### src/rtl/pc_sequencer.sv
// Program counter sequencer: fetch request generation, redirect/trap
// steering and halt control for an in-order fetch stage.
module pc_sequencer #(
  parameter logic [31:0] RESET_VECTOR = 32'h0000_0000,
  parameter logic [31:0] TRAP_VECTOR  = 32'h0000_0100
) (
  input  logic        clk,
  input  logic        rst_n,
  input  logic        stall,
  input  logic        redirect_valid,
  input  logic [31:0] redirect_target,
  input  logic        trap,
  input  logic        halt,
  input  logic        imem_ready,
  output logic        imem_req,
  output logic [31:0] imem_addr,
  output logic [31:0] pc,
  output logic        fetch_valid,
  output logic        misaligned
);

  typedef enum logic [1:0] {
    BOOT,
    FETCH,
    WAIT,
    HALT
  } state_t;

  state_t      state;
  state_t      state_nx;
  logic [31:0] pc_nx;
  logic        pend_valid;
  logic        pend_valid_nx;
  logic        pend_trap;
  logic        pend_trap_nx;
  logic [31:0] pend_target;
  logic [31:0] pend_target_nx;
  logic        cand_valid;
  logic        cand_trap;
  logic [31:0] cand_target;
  logic        bad_target;
  logic        done;

  assign bad_target = redirect_valid
                    && (redirect_target[1:0] != 2'b00);
  assign imem_addr  = pc;

  // Merge this cycle's trap/redirect into whatever is already pending;
  // a pending trap is never displaced by a plain redirect.
  always_comb begin
    cand_valid  = pend_valid;
    cand_trap   = pend_trap;
    cand_target = pend_target;
    if (trap || bad_target) begin
      cand_valid  = 1'b1;
      cand_trap   = 1'b1;
      cand_target = TRAP_VECTOR;
    end else if (redirect_valid
                 && !(pend_valid && pend_trap)) begin
      cand_valid  = 1'b1;
      cand_trap   = 1'b0;
      cand_target = redirect_target;
    end
  end

  always_comb begin
    state_nx       = state;
    pc_nx          = pc;
    pend_valid_nx  = pend_valid;
    pend_trap_nx   = pend_trap;
    pend_target_nx = pend_target;
    imem_req       = 1'b0;
    fetch_valid    = 1'b0;
    misaligned     = 1'b0;
    done           = 1'b0;
    unique case (state)
      BOOT: state_nx = FETCH;
      FETCH: begin
        imem_req   = !stall;
        misaligned = bad_target;
        done       = imem_req && imem_ready;
        if (cand_valid) begin
          pc_nx = cand_target;
        end else if (done) begin
          pc_nx       = pc + 32'd4;
          fetch_valid = 1'b1;
        end
        if (halt) begin
          state_nx = HALT;
        end else if (imem_req && !imem_ready
                     && !cand_valid) begin
          state_nx = WAIT;
        end
      end
      WAIT: begin
        imem_req   = 1'b1;
        misaligned = bad_target;
        if (imem_ready) begin
          if (cand_valid) begin
            pc_nx = cand_target;
          end else begin
            pc_nx       = pc + 32'd4;
            fetch_valid = 1'b1;
          end
          pend_valid_nx = 1'b0;
          pend_trap_nx  = 1'b0;
          state_nx      = halt ? HALT : FETCH;
        end else begin
          pend_valid_nx  = cand_valid;
          pend_trap_nx   = cand_trap;
          pend_target_nx = cand_target;
        end
      end
      HALT: begin
        if (trap || redirect_valid) begin
          pc_nx    = cand_target;
          state_nx = FETCH;
        end
      end
      default: state_nx = BOOT;
    endcase
  end

  always_ff @(posedge clk or negedge rst_n) begin
    if (!rst_n) begin
      state       <= BOOT;
      pc          <= RESET_VECTOR;
      pend_valid  <= 1'b0;
      pend_trap   <= 1'b0;
      pend_target <= 32'h0;
    end else begin
      state       <= state_nx;
      pc          <= pc_nx;
      pend_valid  <= pend_valid_nx;
      pend_trap   <= pend_trap_nx;
      pend_target <= pend_target_nx;
    end
  end

endmodule

### config.mk
export PLATFORM = sky130hd
export DESIGN_NAME = pc_sequencer
export DESIGN_NICKNAME = d
export VERILOG_FILES = /design/src/rtl/pc_sequencer.sv
export SDC_FILE = /design/constraint.sdc
export NUM_CORES = 1
export LEC_CHECK = 0
export CAP_MARGIN = 20
export CORE_MARGIN = 2
export CORE_UTILIZATION = 45
export DETAILED_ROUTE_END_ITERATION = 6
export GPL_ROUTABILITY_DRIVEN = 0
export PLACE_DENSITY = 0.87
export SYNTH_ARGS = -nofsm -noshare
export SYNTH_HDL_FRONTEND = slang
export SYNTH_SLANG_ARGS = --single-unit
### constraint.sdc
create_clock -name clk -period 2.1 [get_ports clk]
set_input_delay 0.315 -clock clk [delete_from_list [all_inputs] [get_ports clk]]
set_output_delay 0.315 -clock clk [all_outputs]
set_load 0.02 [all_outputs]
==> flow_summary.toml, run 1 <==
[logic_synthesis]
synth_top_family_by_area = "simple AND/OR/NAND/NOR gates"
ys_seq_area_frac = 0.416
synth.ff_latch_count = 68
synth-edff-count = 0
async_flop_share = 1.00
syn_area_per_cell_um2 = 8.25
muxShareOfSynthArea = 0.0223
netlist_area_um2 = 4090
syn-num-nets = 540
synth-compound-area-share = 0.220
syn_inst = 496
synthSimpleGateAreaFrac = 0.233
synthFlopType = "dfrtp_1"
yosysWarnings = 0
synth_xor_area_frac = 0
synth_fa_ha_area_frac = 0.0153
yosysUniqueCellTypes = 53

[critical_path]
reg2regPathDepth = 7
ff2ff_setup_slack_ps = 50
crit_type = "reg -> reg"
startpoint_type = "flip-flop"
required_ps = 2330
cp_max_fo = 4
worstPathArrival_ps = 2280
endpoint_kind = "flip-flop"

[pwr]
combPwrFrac = 0.577
p_sw_mw = 3.36
peakVddDrop_mv = 0.628
sequentialPowerShare = 0.300
clkPwrFrac = 0.124
netSwitchingFraction = 0.440
intPower_mw = 4.29
powerDensity_nw_per_um2 = 1340
leakage_nw = 2.49

[timing]
finalWorstSetupSlack_ps = 49.7
finalMaxSlewViolations = 0
relSlewSlack = 0.729
setup_viol = 0
skew_ps = 10.1
clock.fmax_mhz = 488
timing.final.crit_share = 0.976
rsz0062_at_grt = "yes"
finalHoldViolations = 0
period_minus_slack_ps = 2050
setup_tns_ps = 0
tightest_slew_ps = 402

[final_layout]
multi_input_area_um2 = 2100
finalInstanceArea_um2 = 5730
drive_above_1_share = 0.174
n_fill_cell = 651
syn_to_final_growth_pct = 40.0
ff_latch_area_um2 = 1700
fin_nets = 667
diodes = 0

[placed_design]
portBuffers = 105
dpl_cell_area_um2 = 5460
place_ws_ps = -252
dp_hpwl_um = 9590

[run_status]
status = "finished clean"

[clock_network]
cts_buffer_depth = 2
cts_tree = "built"
numCtsBuffers = 9
cts_num_sinks = 68
htreeDepth = 3
clk_pin_slew_worst_paths_ps = 80
ctsRootBufferMaster = "clkbuf_8"
clkLatencyLatePin_ps = 350

[routing]
wl_per_cell_um = 17.8
ant_nets = 0
first_pass_iters = 6
wl_um = 13100
vias_per_cell = 6.12
vias = 4504
drt_iter0_drc = 568
drc = 0

[global_routing]
grt-ovfl-total = 0
grt_use_total = 0.263
grt_pass1_vias = 4150
grt_pass1_wl_um = 20600
antenna_found_initial = 0
grt_max_degree = 69

[die]
io_pins = 106
rows = 34
die_width_um = 99.3
start_util = 0.467
fp.dieH_um = 99.3
die_area_um2 = 9870
core_area_um2 = 8760

[flow_run]
maxCapViolations = 0

[worst_hold_path]
hp-class = "reg -> reg"
min_path_cells = 2
==> area by class of cell <==
| type | instances | share of cell area |
|---|---|---|
| Inverter | 10 | 0.00656 |
| Multi-Input combinational cell | 359 | 0.367 |
| Clock inverter | 4 | 0.00459 |
| Tap cell | 108 | 0.0236 |
| Clock buffer | 12 | 0.0236 |
| Timing Repair Buffer | 175 | 0.278 |
| Sequential cell | 68 | 0.297 |
==> routing by layer <==
layer / part of all wire / up-vias / routed length [µm] / GRT usage
met5: 0 / - / 0 / 0
met4: 0.050 / 0 / 651 / 0.137
met3: 0.091 / 72 / 1200 / 0.0401
met2: 0.48 / 299 / 6260 / 0.429
met1: 0.38 / 2116 / 5010 / 0.339
li1: - / 2017 / - / -
==> metrics by stage <==
| step | instances | power, mW | hold WS, ps | utilization |
|---|---|---|---|---|
| finish | 736 | 7.65 | 487 | 0.653 |
| global route | 736 | 8.08 | 510 | 0.653 |
| CTS | 734 | 7.51 | 486 | 0.643 |
| detailed placement | 717 | 6.55 | 365 | 0.623 |
| global placement | 717 | 6.38 | 363 | 0.623 |
| floorplan | 496 | 4.68 | 19.4 | - |
==> power groups by stage <==
| stage | Clock [mW] | Combinational, mW | Sequential [mW] |
|---|---|---|---|
| CTS | 0.955 | 4.29 | 2.26 |
| detailed placement | 0 | 4.26 | 2.28 |
| global placement | 0 | 4.14 | 2.23 |
| global route | 1.01 | 4.72 | 2.35 |
| floorplan | 0 | 2.17 | 2.51 |
| finish | 0.947 | 4.41 | 2.29 |
==> layout by cell type (no fill, tap or decap), types with 4 or more instances in the layout <==
cell / synthesis / routed
o22ai_1: 9 / 9
o21ai_0: 25 / 24
mux2i_1: 8 / 8
a21oi_1: 51 / 51
nor2_1: 23 / 22
o311ai_1: 4 / 4
a22o_1: 18 / 18
clkbuf_8: 0 / 9
and4_1: 4 / 4
or3_1: 4 / 4
nor3_2: 1 / 5
clkdlybuf4s50_1: 0 / 99
buf_4: 32 / 67
nand2b_1: 5 / 5
dfrtp_1: 68 / 68
o31ai_1: 7 / 7
nand2_1: 103 / 102
a31oi_1: 6 / 6
inv_1: 10 / 9
nor3_1: 10 / 6
and3_1: 5 / 5
nand3_1: 20 / 19
nand4_1: 10 / 10
==> cell families (layout without fill, tap and decap cells) <==
family          count (synthesis)  in the layout
simple gates                  203            203
compound gates                142            142
buf+inv                        69            201
flops                          68             68
mux                             9              9
fa+ha+maj                       5              5
==> synthesized netlist by cell type (3+ instances only) <==
| cell type | instances | area, µm² |
|---|---|---|
| mux2i_1 | 8 | 80.1 |
| and2_1 | 3 | 18.8 |
| and4_1 | 4 | 35.0 |
| buf_4 | 32 | 240 |
| o311ai_0 | 3 | 26.3 |
| nand2_1 | 103 | 387 |
| o31ai_1 | 7 | 52.6 |
| ha_1 | 5 | 62.6 |
| nand3_1 | 20 | 100 |
| inv_1 | 10 | 37.5 |
| a21oi_1 | 51 | 255 |
| nor3_1 | 10 | 50.1 |
| a22o_1 | 18 | 158 |
| nand2b_1 | 5 | 31.3 |
| clkbuf_1 | 22 | 82.6 |
| o21ai_0 | 25 | 125 |
| nand4_1 | 10 | 62.6 |
| nor4_1 | 4 | 25.0 |
| a31oi_1 | 6 | 37.5 |
| dfrtp_1 | 68 | 1700 |
| buf_2 | 3 | 15.0 |
| or3_1 | 4 | 25.0 |
| nor2_1 | 23 | 86.3 |
| o311ai_1 | 4 | 35.0 |
| and3_1 | 5 | 31.3 |
| o22ai_1 | 9 | 56.3 |
==> worst max-delay path: stages (launching register included) <==
cell	delay, ps
dfrtp_1	430
ha_2	220
buf_4	130
nor4_2	190
nand3_1	160
or4b_4	580
o22ai_1	150
a21oi_1	60
==> path summary, 6_finish.rpt <==
check,from,to
worst min-delay path,pend_target[22]$_DFFE_PN0P_,pend_target[22]$_DFFE_PN0P_
worst max-delay path,state[0]$_DFFE_PN0P_,imem_addr[20]$_DFFE_PN0P_
worst max register to register,state[0]$_DFFE_PN0P_,imem_addr[20]$_DFFE_PN0P_
min in group asynchronous,rst_n,pend_target[19]$_DFFE_PN0P_
max in group asynchronous,rst_n,pend_target[9]$_DFFE_PN0P_
worst min register to register,pend_target[22]$_DFFE_PN0P_,pend_target[22]$_DFFE_PN0P_
==> repair_timing <==
| item | CTS | global route |
|---|---|---|
| gates resized for setup | 12 | 22 |
| setup endpoints to repair | 6 | 29 |
| buffers inserted | 0 | 3 |
| hold buffers | 1 | 0 |
| gates cloned | 0 | 0 |
| pin swaps | 0 | 6 |
| hold endpoints to repair | 30 | 0 |
==> registers in the layout (all words and copies together) (netlist names) <==
register,count
imem_addr,32
pend_target,32
pend_trap,1
pend_valid,1
state,2
(Power assumes the default switching activity.)
==> run 2, diff against run 1 <==
CAP_MARGIN = not set   (was 20)
DONT_BUFFER_PORTS = 1   (was not set)
PLACE_DENSITY = not set   (was 0.87)
==> run 2 against run 1 <==
Compared with the run above:
- die area is the same
- worst setup slack gained 13 ps
- utilization shrank 12 points
- power shrank 11%
- worst hold slack lost 440 ps
- non-clock buffer count shrank 107
- combinational power shrank 22%
- critical path type unchanged
- highest routed layer unchanged
==> flow_summary.toml, run 2 (same netlist as run 1, synthesis figures left out) <==
[critical_path]
worstPathArrival_ps = 2290
crit_type = "reg -> reg"
startpoint_type = "flip-flop"
cp_max_fo = 25
endpoint_kind = "flip-flop"
required_ps = 2350

[final_layout]
syn_to_final_growth_pct = 15.0
diodes = 0
ff_latch_area_um2 = 1700
multi_input_area_um2 = 2070
layout_commonest_cell = "nand2_1"
drive_above_1_share = 0.200
fin_nets = 560
mostFrequentLayoutCells = "102 x nand2_1, 67 x dfrtp_1, 63 x buf_4"
n_fill_cell = 825

[routing]
ant_nets = 0
vias = 3879
drc = 0
first_pass_iters = 5
wl_um = 12000
wl_per_cell_um = 19.1
vias_per_cell = 6.17
drt_iter0_drc = 265

[timing]
period_minus_slack_ps = 2040
finalHoldViolations = 0
finalMaxSlewViolations = 0
rsz0062_at_grt = "yes"
relSlewSlack = 0.626
skew_ps = 10.3
tightest_slew_ps = 555
setup_viol = 0
timing.final.crit_share = 0.970
finalWorstSetupSlack_ps = 62.7
clock.fmax_mhz = 491

[pwr]
leakage_nw = 2.07
clkPwrFrac = 0.163
netSwitchingFraction = 0.466
powerDensity_nw_per_um2 = 1450
finalPower_mw = 6.81
peakVddDrop_mv = 0.509
p_sw_mw = 3.17
intPower_mw = 3.63
combPwrFrac = 0.509
sequentialPowerShare = 0.329

[run_status]
status = "finished clean"

[clock_network]
numCtsBuffers = 9
ctsRootBufferMaster = "clkbuf_8"
htreeDepth = 3
cts_tree = "built"
cts_buffer_depth = 2
cts_num_sinks = 68
clkLatencyLatePin_ps = 350
clk_pin_slew_worst_paths_ps = 80

[placed_design]
dp_hpwl_um = 8750
portBuffers = 0
place_ws_ps = 38.4

[global_routing]
grt_use_total = 0.250
grt_pass1_wl_um = 19500
grt_pass1_vias = 3712
grt_max_degree = 69
antenna_found_initial = 0
grt-ovfl-total = 0

[die]
rows = 34
core_area_um2 = 8760
die_width_um = 99.3
die_area_um2 = 9870
io_pins = 106
start_util = 0.467
fp.dieH_um = 99.3

[worst_hold_path]
hp-class = "in -> reg"

[flow_run]
maxCapViolations = 0
==> run 2: changes by cell type in the layout (fill, tap and decap cells not counted), moves of 3 or more <==
| cell | delta |
|---|---|
| clkbuf_1 | -3 |
| o311ai_1 | +3 |
| clkinvlp_4 | +3 |
| buf_2 | -3 |
| buf_4 | -4 |
| clkdlybuf4s50_1 | -99 |
==> run 2: repair_timing <==
action	CTS	global route
resized for setup	0	20
hold buffers	2	0
buffers inserted	0	3
setup endpoints to repair	0	16
hold endpoints to repair	68	0
==> run 2: power groups by stage <==
stage                     sequential, mW  combinational, mW  clock, mW
after floorplan                     2.51               2.17          0
after global placement              2.24               3.26          0
after detailed placement            2.25               3.31          0
after CTS                           2.23               3.35       1.12
after global routing                2.31               3.78       1.18
final                               2.24               3.46       1.11
==> run 2: through the flow <==
step / hold WS [ps] / util / std cells / TNS [ps] / area, µm²
after floorplan: 19.4 / - / 496 / 0 / 4090
after global routing: 45.4 / 0.537 / 629 / -21.6 / 4700
final: 44.8 / 0.537 / 629 / 0 / 4700
after CTS: 30.1 / 0.527 / 626 / 0 / 4620
after global placement: 21.4 / 0.499 / 608 / 0 / 4380
after detailed placement: 21.7 / 0.499 / 608 / 0 / 4380
==> run 2: critical path: stages (launching register included) <==
cell,delay [ps]
dfrtp_2,440
ha_2,220
or4_1,470
buf_12,190
or3_4,380
o311ai_1,220
==> run 2: final timing paths <==
| check | depth (start not counted) | from | slack (ps) | to |
|---|---|---|---|---|
| max in group asynchronous | 2 | rst_n | 1250 | state[0]$_DFFE_PN0P_ |
| hold reg to reg | 2 | pend_target[16]$_DFFE_PN0P_ | 480 | pend_target[16]$_DFFE_PN0P_ |
| min in group asynchronous | 2 | rst_n | 520 | pend_target[29]$_DFFE_PN0P_ |
| hold / removal | 1 | imem_ready | 40 | pend_trap$_DFFE_PN0P_ |
| setup reg to reg | 5 | state[0]$_DFFE_PN0P_ | 60 | imem_addr[21]$_DFFE_PN0P_ |
| setup / recovery | 5 | state[0]$_DFFE_PN0P_ | 60 | imem_addr[21]$_DFFE_PN0P_ |
==> run 2: per-layer routing <==
layer | part of all wire | track usage
met1 | 0.44 | 0.344
met2 | 0.46 | 0.380
met3 | 0.074 | 0.0654
met4 | 0.027 | 0.0917
met5 | 0 | 0
==> run 2: layout make-up <==
type,instances,area share
tap,108,0.0287
multi-input combinational,359,0.441
timing repair buffer,68,0.118
clock inverter,7,0.0165
sequential,68,0.362
clock buffer,9,0.0263
inverter,10,0.00798
